$ cat config.mk
export PLATFORM = sky130hd
export DESIGN_NAME = result_writeback_flat
export DESIGN_NICKNAME = d
export VERILOG_FILES = /design/src/rtl/matrix_pkg.sv /design/src/rtl/result_writeback_if.sv /design/src/rtl/result_fifo.sv /design/src/rtl/result_writeback.sv /design/src/flat_wrapper.sv
export SDC_FILE = /design/constraint.sdc
export NUM_CORES = 1
export LEC_CHECK = 0
export ABC_AREA = 0
export BUFFER_PORTS_ARGS = -buffer_cell sky130_fd_sc_hd__buf_4
export CORE_ASPECT_RATIO = 0.7
export CORE_MARGIN = 3
export CORE_UTILIZATION = 30
export CTS_CLUSTER_SIZE = 20
export DETAILED_ROUTE_END_ITERATION = 10
export PLACE_DENSITY = 0.52
export RECOVER_POWER = 25
export SLEW_MARGIN = 40
export SYNTH_ARGS = -nofsm -noshare
export SYNTH_HDL_FRONTEND = slang
export SYNTH_SLANG_ARGS = --single-unit
$ cat constraint.sdc
create_clock -name clk -period 5.9 [get_ports clk]
set_input_delay 1.18 -clock clk [delete_from_list [all_inputs] [get_ports clk]]
set_output_delay 1.18 -clock clk [all_outputs]
set_load 0.1 [all_outputs]
$ cat src/rtl/matrix_pkg.sv
// Shared types, default widths and the requantisation helper for the
// matrix-vector array drain path.
package matrix_pkg;

    localparam int DEF_ADDR_SIZE  = 10;
    localparam int DEF_PE_NUMBER  = 64;
    localparam int DEF_ACC_WIDTH  = 32;
    localparam int DEF_DATA_WIDTH = 16;

    typedef enum logic [1:0] {
        IDLE    = 2'd0,
        COLLECT = 2'd1,
        DRAIN   = 2'd2,
        DONE    = 2'd3
    } wb_state_t;

    // Requantised sample plus a flag telling whether it had to be clamped.
    typedef struct packed {
        logic                      sat;
        logic [DEF_DATA_WIDTH-1:0] data;
    } rq_t;

    localparam logic signed [DEF_ACC_WIDTH-1:0] SAT_MAX =
        DEF_ACC_WIDTH'((1 << (DEF_DATA_WIDTH - 1)) - 1);
    // Bitwise complement of 2^(N-1)-1 is -2^(N-1).
    localparam logic signed [DEF_ACC_WIDTH-1:0] SAT_MIN = ~SAT_MAX;

    // Arithmetic right shift followed by signed saturation to DATA_WIDTH.
    function automatic rq_t sat_shift(input logic signed [DEF_ACC_WIDTH-1:0] v,
                                      input logic [4:0]                      sh);
        logic signed [DEF_ACC_WIDTH-1:0] r;
        rq_t o;
        r      = v >>> sh;
        o.sat  = 1'b0;
        o.data = r[DEF_DATA_WIDTH-1:0];
        if (r > SAT_MAX) begin
            o.sat  = 1'b1;
            o.data = SAT_MAX[DEF_DATA_WIDTH-1:0];
        end else if (r < SAT_MIN) begin
            o.sat  = 1'b1;
            o.data = SAT_MIN[DEF_DATA_WIDTH-1:0];
        end
        return o;
    endfunction

endpackage

$ cat src/rtl/result_writeback_if.sv
// Write port into the shared buffer memory (valid/ready).
interface result_writeback_if #(
    parameter int ADDR_SIZE  = 10,
    parameter int DATA_WIDTH = 16
);
    logic                  wr_en;
    logic [ADDR_SIZE-1:0]  wr_addr;
    logic [DATA_WIDTH-1:0] wr_data;
    logic                  wr_ready;

    modport master (output wr_en, output wr_addr, output wr_data, input  wr_ready);
    modport slave  (input  wr_en, input  wr_addr, input  wr_data, output wr_ready);
endinterface

$ cat src/rtl/result_fifo.sv
// Synchronous FIFO with same-cycle push/pop; a pop lets a push into a full FIFO.
module result_fifo #(
    parameter int DEPTH = 64,
    parameter int WIDTH = 16,
    localparam int AW   = (DEPTH > 1) ? $clog2(DEPTH) : 1,
    localparam int CW   = $clog2(DEPTH + 1)
) (
    input  logic             clk,
    input  logic             reset_n,
    input  logic             push_i,
    input  logic [WIDTH-1:0] data_i,
    input  logic             pop_i,
    output logic [WIDTH-1:0] data_o,
    output logic             full_o,
    output logic             empty_o,
    output logic [CW-1:0]    count_o
);

    logic [WIDTH-1:0] mem_q [DEPTH];
    logic [AW-1:0]    wr_ptr_q, wr_ptr_d, rd_ptr_q, rd_ptr_d;
    logic [CW-1:0]    count_q, count_d;
    logic             do_push, do_pop;

    assign full_o  = (count_q == CW'(DEPTH));
    assign empty_o = (count_q == '0);
    assign count_o = count_q;
    assign data_o  = mem_q[rd_ptr_q];
    assign do_pop  = pop_i && !empty_o;
    assign do_push = push_i && (!full_o || do_pop);

    // Pointer and occupancy next-state.
    always_comb begin
        wr_ptr_d = wr_ptr_q;
        rd_ptr_d = rd_ptr_q;
        count_d  = count_q;
        if (do_push) wr_ptr_d = (wr_ptr_q == AW'(DEPTH - 1)) ? '0 : wr_ptr_q + 1'b1;
        if (do_pop)  rd_ptr_d = (rd_ptr_q == AW'(DEPTH - 1)) ? '0 : rd_ptr_q + 1'b1;
        case ({do_push, do_pop})
            2'b10:   count_d = count_q + 1'b1;
            2'b01:   count_d = count_q - 1'b1;
            default: count_d = count_q;
        endcase
    end

    // Pointer/occupancy registers; reset empties the FIFO.
    always_ff @(posedge clk or negedge reset_n) begin
        if (!reset_n) begin
            wr_ptr_q <= '0;
            rd_ptr_q <= '0;
            count_q  <= '0;
        end else begin
            wr_ptr_q <= wr_ptr_d;
            rd_ptr_q <= rd_ptr_d;
            count_q  <= count_d;
        end
    end

    // Storage array, no reset needed since occupancy gates every read.
    always_ff @(posedge clk) begin
        if (do_push) mem_q[wr_ptr_q] <= data_i;
    end

endmodule

$ cat src/rtl/result_writeback.sv
// Drain stage of the systolic array: requantises results during the READ
// phase, buffers them and writes them to buffer memory at base + k.
module result_writeback
    import matrix_pkg::*;
#(
    parameter int ADDR_SIZE  = DEF_ADDR_SIZE,
    parameter int PE_NUMBER  = DEF_PE_NUMBER,
    parameter int ACC_WIDTH  = DEF_ACC_WIDTH,
    parameter int DATA_WIDTH = DEF_DATA_WIDTH
) (
    input  logic                        clk,
    input  logic                        reset_n,
    input  logic                        read_i,
    input  logic signed [ACC_WIDTH-1:0] res_i,
    input  logic [7:0]                  col_size_i,
    input  logic [ADDR_SIZE-1:0]        base_addr_i,
    input  logic [4:0]                  shift_i,
    input  logic                        clr_i,
    result_writeback_if.master          wr,
    output logic                        busy_o,
    output logic                        done_o,
    output logic                        ovf_o,
    output logic                        sat_o
);

    localparam int CW = $clog2(PE_NUMBER + 1);

    wb_state_t             state_q, state_d;
    logic                  read_q;
    logic [7:0]            col_q, col_d, in_cnt_q, in_cnt_d, out_cnt_q, out_cnt_d;
    logic [ADDR_SIZE-1:0]  base_q, base_d;
    logic [4:0]            shift_q, shift_d;
    logic                  done_q, done_d, ovf_q, ovf_d, sat_q, sat_d;

    logic                  rise, start, win, push, pop, drop, late_start;
    logic [7:0]            col_eff, cnt_eff;
    logic [4:0]            shift_eff;
    rq_t                   rq;
    logic [DATA_WIDTH-1:0] fifo_data;
    logic                  fifo_full, fifo_empty;
    logic [CW-1:0]         fifo_cnt;

    // The rising-edge sample is captured too, so config is taken straight
    // from the inputs in that cycle and from the latches afterwards.
    assign rise       = read_i && !read_q;
    assign start      = (state_q == IDLE) && rise;
    assign late_start = rise && (state_q == DRAIN || state_q == DONE);
    assign win        = read_i && (start || state_q == COLLECT);
    assign col_eff    = start ? col_size_i : col_q;
    assign cnt_eff    = start ? 8'd0 : in_cnt_q;
    assign shift_eff  = start ? shift_i : shift_q;
    assign rq         = sat_shift(res_i, shift_eff);
    assign pop        = !fifo_empty && wr.wr_ready;
    assign push       = win && (cnt_eff < col_eff) && (!fifo_full || pop);
    assign drop       = win && !push;

    result_fifo #(.DEPTH(PE_NUMBER), .WIDTH(DATA_WIDTH)) u_fifo (
        .clk     (clk),
        .reset_n (reset_n),
        .push_i  (push),
        .data_i  (rq.data),
        .pop_i   (pop),
        .data_o  (fifo_data),
        .full_o  (fifo_full),
        .empty_o (fifo_empty),
        .count_o (fifo_cnt)
    );

    assign wr.wr_en   = !fifo_empty;
    assign wr.wr_data = fifo_data;
    assign wr.wr_addr = base_q + ADDR_SIZE'(out_cnt_q);
    assign busy_o     = (state_q != IDLE);
    assign done_o     = done_q;
    assign ovf_o      = ovf_q;
    assign sat_o      = sat_q;

    // FSM next state, config latches, counters and sticky status.
    always_comb begin
        state_d   = state_q;
        col_d     = col_q;
        base_d    = base_q;
        shift_d   = shift_q;
        in_cnt_d  = push ? cnt_eff + 8'd1 : cnt_eff;
        out_cnt_d = pop ? out_cnt_q + 8'd1 : out_cnt_q;
        done_d    = done_q;
        case (state_q)
            IDLE: if (start) begin
                state_d   = COLLECT;
                col_d     = col_size_i;
                base_d    = base_addr_i;
                shift_d   = shift_i;
                out_cnt_d = 8'd0;
                done_d    = 1'b0;
            end
            COLLECT: if (!read_i) state_d = DRAIN;
            DRAIN: if (fifo_cnt == '0) begin
                state_d = DONE;
                done_d  = 1'b1;
            end
            DONE:    state_d = IDLE;
            default: state_d = IDLE;
        endcase
        ovf_d = ovf_q || drop || late_start;
        sat_d = sat_q || (push && rq.sat);
        // A host clear wins over any flag set in the same cycle.
        if (clr_i) begin
            done_d = 1'b0;
            ovf_d  = 1'b0;
            sat_d  = 1'b0;
        end
    end

    // State registers; reset aborts any run and clears status.
    always_ff @(posedge clk or negedge reset_n) begin
        if (!reset_n) begin
            state_q   <= IDLE;
            read_q    <= 1'b0;
            col_q     <= '0;
            base_q    <= '0;
            shift_q   <= '0;
            in_cnt_q  <= '0;
            out_cnt_q <= '0;
            done_q    <= 1'b0;
            ovf_q     <= 1'b0;
            sat_q     <= 1'b0;
        end else begin
            state_q   <= state_d;
            read_q    <= read_i;
            col_q     <= col_d;
            base_q    <= base_d;
            shift_q   <= shift_d;
            in_cnt_q  <= in_cnt_d;
            out_cnt_q <= out_cnt_d;
            done_q    <= done_d;
            ovf_q     <= ovf_d;
            sat_q     <= sat_d;
        end
    end

endmodule

$ cat src/flat_wrapper.sv
// flat-port wrapper written by rule: the top's interface ports become plain ports
module result_writeback_flat import matrix_pkg::*;
#(
    parameter int ADDR_SIZE  = DEF_ADDR_SIZE,
    parameter int PE_NUMBER  = DEF_PE_NUMBER,
    parameter int ACC_WIDTH  = DEF_ACC_WIDTH,
    parameter int DATA_WIDTH = DEF_DATA_WIDTH
)
  (clk, reset_n, read_i, res_i, col_size_i, base_addr_i, shift_i, clr_i, busy_o, done_o, ovf_o, sat_o, wr_wr_en, wr_wr_addr, wr_wr_data, wr_wr_ready);
  result_writeback_if #(.ADDR_SIZE(ADDR_SIZE), .DATA_WIDTH(DATA_WIDTH)) wr_i ();
  input  logic clk;
  input  logic reset_n;
  input  logic read_i;
  input  logic signed [ACC_WIDTH-1:0] res_i;
  input  logic [7:0] col_size_i;
  input  logic [ADDR_SIZE-1:0] base_addr_i;
  input  logic [4:0] shift_i;
  input  logic clr_i;
  output logic busy_o;
  output logic done_o;
  output logic ovf_o;
  output logic sat_o;
  output wire logic [$bits(wr_i.wr_en)-1:0] wr_wr_en;
  output wire logic [$bits(wr_i.wr_addr)-1:0] wr_wr_addr;
  output wire logic [$bits(wr_i.wr_data)-1:0] wr_wr_data;
  input wire logic [$bits(wr_i.wr_ready)-1:0] wr_wr_ready;
  assign wr_wr_en = wr_i.wr_en;
  assign wr_wr_addr = wr_i.wr_addr;
  assign wr_wr_data = wr_i.wr_data;
  assign wr_i.wr_ready = wr_wr_ready;
  result_writeback #(.ADDR_SIZE(ADDR_SIZE), .PE_NUMBER(PE_NUMBER), .ACC_WIDTH(ACC_WIDTH), .DATA_WIDTH(DATA_WIDTH)) u_core (.clk(clk), .reset_n(reset_n), .read_i(read_i), .res_i(res_i), .col_size_i(col_size_i), .base_addr_i(base_addr_i), .shift_i(shift_i), .clr_i(clr_i), .wr(wr_i), .busy_o(busy_o), .done_o(done_o), .ovf_o(ovf_o), .sat_o(sat_o));
endmodule
Word level (Yosys, flattened, before mapping)
Memories as Yosys holds them, arrays and structs flattened.
Index checks and enable logic that the tools add are counted.
- register bits after elaboration: 64
- bits in writable memories: 1024
- input bits: 60
- output and inout bits: 31
- memories: 1
- memory list (memory ; words ; width ; rd ports ; clocked after memory_dff ; write ports ; RTL line ; RTL):
    u_core.u_fifo.mem_q ; 64 ; 16 ; 1 ; 0 ; 1 ; result_fifo.sv:19 ; logic [WIDTH-1:0] mem_q [DEPTH];
- add/sub/neg operators: 7
- order comparisons: 3
- eq/ne operators: 13
- shift-type cells: 1
- muxes and demuxes: 24
- reduce and logical (&&, ||, !) cells: 30
- operators with widths (kind ; number):
    8-bit two-way mux ; 6
    17-bit two-way mux ; 2
    32-bit by 16-bit greater-than comparator with 1-bit output (second input constant) ; 1
    32-bit by 16-bit less-than comparator with 1-bit output (second input constant) ; 1
    32-bit by 5-bit >>> shifter with 32-bit output ; 1
    8-bit by 1-bit adder with 8-bit output (second input constant) ; 2
    7-bit one-hot mux with 2 select lines ; 1
    6-bit by 1-bit adder with 6-bit output (second input constant) ; 2
    6-bit == test (second input constant) ; 2
    6-bit two-way mux ; 2
    1-bit logical AND ; 11
    10-bit by 8-bit adder with 10-bit output ; 1
    8-bit less-than comparator ; 1
    2-bit one-hot mux with 4 select lines ; 1
    7-bit by 1-bit adder with 7-bit output (second input constant) ; 1
    7-bit == test (second input constant) ; 1
    7-bit zero test ; 1
    1-bit logical OR ; 7
    1-bit two-way mux ; 7
    7-bit by 1-bit subtractor with 7-bit output (second input constant) ; 1
    2-bit == test (second input constant) ; 3
    2-bit two-way mux ; 3
    3-bit by 2-bit inequality test with 1-bit output (second input constant) ; 2
    3-bit AND reduction ; 2
    other kinds (10) ; 16

Longest topological paths before layout
- depth in word-level cells: 12
- gate-level depth with buffers: 30
- depth with buffers taken out: 24

Modules after synthesis
A second synthesis with hierarchy kept.
- cells, all modules: 2383
- area total of the unflattened synthesis: 44838.0 µm²
- by module, submodules not included (module ; instances ; cells an instance ; area an instance (µm²) ; seq. area each (µm²)):
    result_fifo ; 1 ; 1831 ; 40161.0 ; 31224.9
    result_writeback ; 1 ; 552 ; 4677.0 ; 1126.1

Worst setup path after synthesis
No wires, ideal clock.
- kind: input to register
- start: input shift_i[1]
- end: memory u_core.u_fifo.mem_q[0][4], data pin
- setup time: 720 ps
- data arrival time: 6078 ps
- required time: 5180 ps
- slack: -898 ps
- stages: 12
- path through: buf_4 > and4b_1 > a21oi_4 > inv_4 > buf_6 > mux2i_2 > o21ai_2 > o21ai_1 > nor4_2 > nand4_1 > o311a_4 > o31ai_1
- RTL lines (item ; RTL line ; RTL):
    start, declared ; flat_wrapper.sv:17 ; input logic [4:0] shift_i;
    end, declared ; result_fifo.sv:19 ;

Worst setup path after layout
- start: register u_core.u_fifo.rd_ptr_q[0]
- end: output wr_wr_data[9]
- word-level cells in the longest chain between the ends: 1
- ends and longest elaborated chain (item ; RTL line ; RTL):
    start, declared ; result_fifo.sv:20 ; logic [AW-1:0] wr_ptr_q, wr_ptr_d, rd_ptr_q, rd_ptr_d;
    start signal, assigned ; result_fifo.sv:53 ; rd_ptr_q <= rd_ptr_d;
    memory 64 x 16 bit ; -- ;
    end, declared ; flat_wrapper.sv:25 ; output wire logic [$bits(wr_i.wr_data)-1:0] wr_wr_data;
Every way passes these cells.

==> parameters.txt <==
Parameter                              Value

Critical path
  Critical Path End Type ... primary output
  Kind of launch point of the worst setup path ... flip-flop
  Required time at the endpoint of the critical path ... 4.72 ns
  CP Max Fanout ... 40
  Setup Crit Path Kind ... reg -> out
  Signal arrival time at the worst endpoint ... 4.22 ns

Synthesis
  Synth Area per Inst ... 19.98 um^2
  Cells taking the most area after synthesis ... edfxtp_1 69%, mux4_2 17%, dfrtp_1 3.6%
  Most used standard cell by instance count after synthesis ... edfxtp_1
  Warnings from Yosys ... 0
  Number of nets in the synthesized netlist ... 2332
  Seq cells post-synth ... 1088
  Most used DFF post-synth ... edfxtp_1
  Post-synth top area cell ... edfxtp_1
  Netlist cell types ... 78
  Share of Yosys cell area claimed by the top area cell type ... 0.6860
  Share of synthesized area occupied by flip-flops and latches ... 0.7217
  Synthesized area ... 0.04482 mm^2
  Count of mapped cells out of synthesis ... 2244
  Commonest cells in the netlist ... 1024 x edfxtp_1, 336 x mux4_2, 140 x nand2_1, 113 x nor2_1, 83 x clkbuf_1
  Number of enable-type register cells in the synthesized netlist ... 1024
  Share of flip-flops with an asynchronous set or reset after synthesis ... 0.05882

Floorplanning
  I/O Pins ... 91
  Core area ... 0.1481 mm^2
  DIE AREA ... 0.1542 mm^2
  Vertical die dimension ... 329.4 um
  Die width ... 468.0 um
  Total number of placement rows ... 118
  Initial standard-cell utilization of the core ... 0.3027

Global route
  Maximum number of pins on one net before global-route repair ... 65
  Antenna violations before repair ... 15
  GRT Total Usage ... 0.1502
  Number of global-route vias before repair ... 23200
  Total congestion overflow after global routing ... 0
  Wire length of the first global-routing pass ... 167200 um

Place
  Final weighted congestion in routability-driven placement ... 0.8425
  Count of port buffers added during placement ... 90
  Detailed placer's ending HPWL ... 71310 um
  Cell Area, Placed ... 0.04869 mm^2
  Worst slack, placed ... 0.4694 ns

Outcome
  Status ... finished, violations left
  Failing checks ... max-capacitance violations, max-slew violations

Timing
  Worst Hold Slack ... 0.4716 ns
  Number of failing hold endpoints at the final stage ... 0
  Maximum achievable frequency ... 0.1851 GHz
  Final setup violating endpoints ... 0
  Remaining max-slew budget at the tightest pin ... -1.390
  Minimum clock period ... 5.403 ns
  Part of the cycle the worst path needs ... 0.9158
  Worst Setup Slack, final ... 0.4966 ns
  Final Max Tran Viols ... 107
  Clk_skew ... 0.02134 ns
  Slew @ Worst Pin ... 3.585 ns
  Setup repair after global routing missed its margin ... false

Route
  First-iteration detailed-routing DRC count ... 2674
  Residual DRC count ... 0
  Pre-Repair DR Iteration Count ... 7
  Final WL ... 115800 um
  Via count ... 22950
  Vias per cell ... 5.109
  DRT antenna net count ... 0
  Routed wire length per instance ... 25.78 um

Clocking
  Htree depth ... 3
  TritonCTS clock tree ... built
  Clock Latency Late Sink ... 0.71 ns
  CTS hold repair buffers ... 0
  Post-CTS resize count ... 0
  Root buffer selected by CTS ... clkbuf_16
  CTS clock-pin slew for the worst setup and hold paths ... 0.06 ns
  Total number of clock tree sinks ... 1088
  Max Buffers Root-to-Sink ... 3
  Post-CTS Setup Inserts ... 0
  Cts bufs inserted ... 101

Power and ir drop
  Overall power of the completed layout ... 28.30 mW
  P_leak ... 16.57 nW
  Largest voltage drop on the vdd net ... 0.0005673 V
  Total power per unit cell area ... 546.6 mW/mm^2

Final layout
  Fraction of the core area covered by cells at the end of the flow ... 0.3496
  Fraction of layout cells with a size suffix above 1 ... 0.2846
  Area delta synth->final ... 15.50%
  Nets@finish ... 2511
  Final design area excluding fillers ... 0.05177 mm^2

Flow run
  Max-cap viol count ... 2

Min path
  Hold/Removal Path Class ... reg -> reg
[report_power, final]
part	switching (mW)	total, mW	internal (mW)
Clock	2.90	6.50	3.59
Combinational	7.47	10.8	3.35
Sequential	0.417	11.0	10.6
[path summary, 6_finish.rpt]
path                                            from                    endpoint  slack [ns]  cells past startpoint
max in group asynchronous                    reset_n   u_core.u_fifo.rd_ptr_q[0]        1.67                      1
min                                  u_core.col_q[6]             u_core.col_q[6]        0.47                      2
max                        u_core.u_fifo.rd_ptr_q[0]               wr_wr_data[9]        0.50                      6
min in group asynchronous                    reset_n               u_core.done_o        1.68                      1
max reg2reg                        u_core.state_q[1]  u_core.u_fifo.mem_q[20][5]        0.58                     13
min reg2reg                          u_core.col_q[6]             u_core.col_q[6]        0.47                      2
[layout by cell type (no fill, tap or decap), types with 5 or more instances in the layout]
master,instances
nor2b_1,6
nand4_1,13
buf_4,146
clkbuf_1,53
nand2_1,140
clkbuf_2,17
xor2_1,15
mux2i_1,70
edfxtp_1,1024
nor2_1,113
a21oi_1,34
and3_1,7
inv_1,27
nand3b_1,6
clkinv_1,20
mux4_2,336
dfrtp_1,59
bufinv_16,9
o21ai_4,12
clkbuf_16,101
mux2_2,6
buf_12,20
a211oi_1,9
xnor2_1,20
nand3_1,30
o21ai_1,5
a31oi_1,14
clkinv_2,20
and2_1,8
ha_1,27
o21ai_0,24
nor3_1,10
[worst max-delay path, stage by stage, from the launching register on]
cell     delay, ns
dfrtp_4       0.69
buf_12        0.27
buf_12        0.32
mux4_2        0.59
mux4_2        0.63
mux4_2        0.62
buf_4         0.28
[state kept, by name, summed over array words and instances, names as in the netlist]
name,count
u_core.u_fifo.mem_q,1024
u_core.base_q,10
u_core.col_q,8
u_core.in_cnt_q,8
u_core.out_cnt_q,8
u_core.u_fifo.count_o,7
u_core.u_fifo.rd_ptr_q,6
u_core.u_fifo.wr_ptr_q,6
u_core.shift_q,5
u_core.state_q,2
u_core.done_o,1
u_core.ovf_o,1
u_core.read_q,1
u_core.sat_o,1
[routing by layer]
layer / routed length (um) / part of all wire / vias up / global-route usage
li1: - / - / 9558 / -
met3: 8348 / 0.072 / 123 / 0.02701
met1: 54210 / 0.47 / 12350 / 0.2326
met4: 1888 / 0.016 / 0 / 0.02941
met5: 0 / 0 / - / 0
met2: 51360 / 0.44 / 916 / 0.2209
[metrics by stage]
stage               std cells  setup TNS [ns]
floorplan                2244         -114.91
detailed placement       4300               0
finish                   4492               0
CTS                      4489               0
global placement         4298               0
global route             4489               0
[cell type report]
type | instances | area (um^2)
Sequential cell | 1088 | 32370
Multi-Input combinational cell | 989 | 11870
Timing Repair Buffer | 211 | 1687
Antenna cell | 3 | 7.507
Inverter | 32 | 122.6
Clock inverter | 61 | 595.6
Fill cell | 13730 | 96310
Clock buffer | 128 | 2649
Tap cell | 1980 | 2477
[logic make-up (layout without fill, tap and decap cells)]
kind of cell             Yosys count  after routing  share of synthesized area
AO/OA/AOI/OAI                    146            146                    0.02216
XOR/XNOR                          35             35                   0.006839
adder cells (fa/ha/maj)           28             28                   0.007983
buffers and inverters            167            432                    0.01605
flip-flops                      1088           1088                     0.7217
multiplexers                     417            417                     0.1883
other                              0              3                          0
AND/OR/NAND/NOR                  363            363                    0.03693
Note: power is estimated with default switching activity, not from simulation.
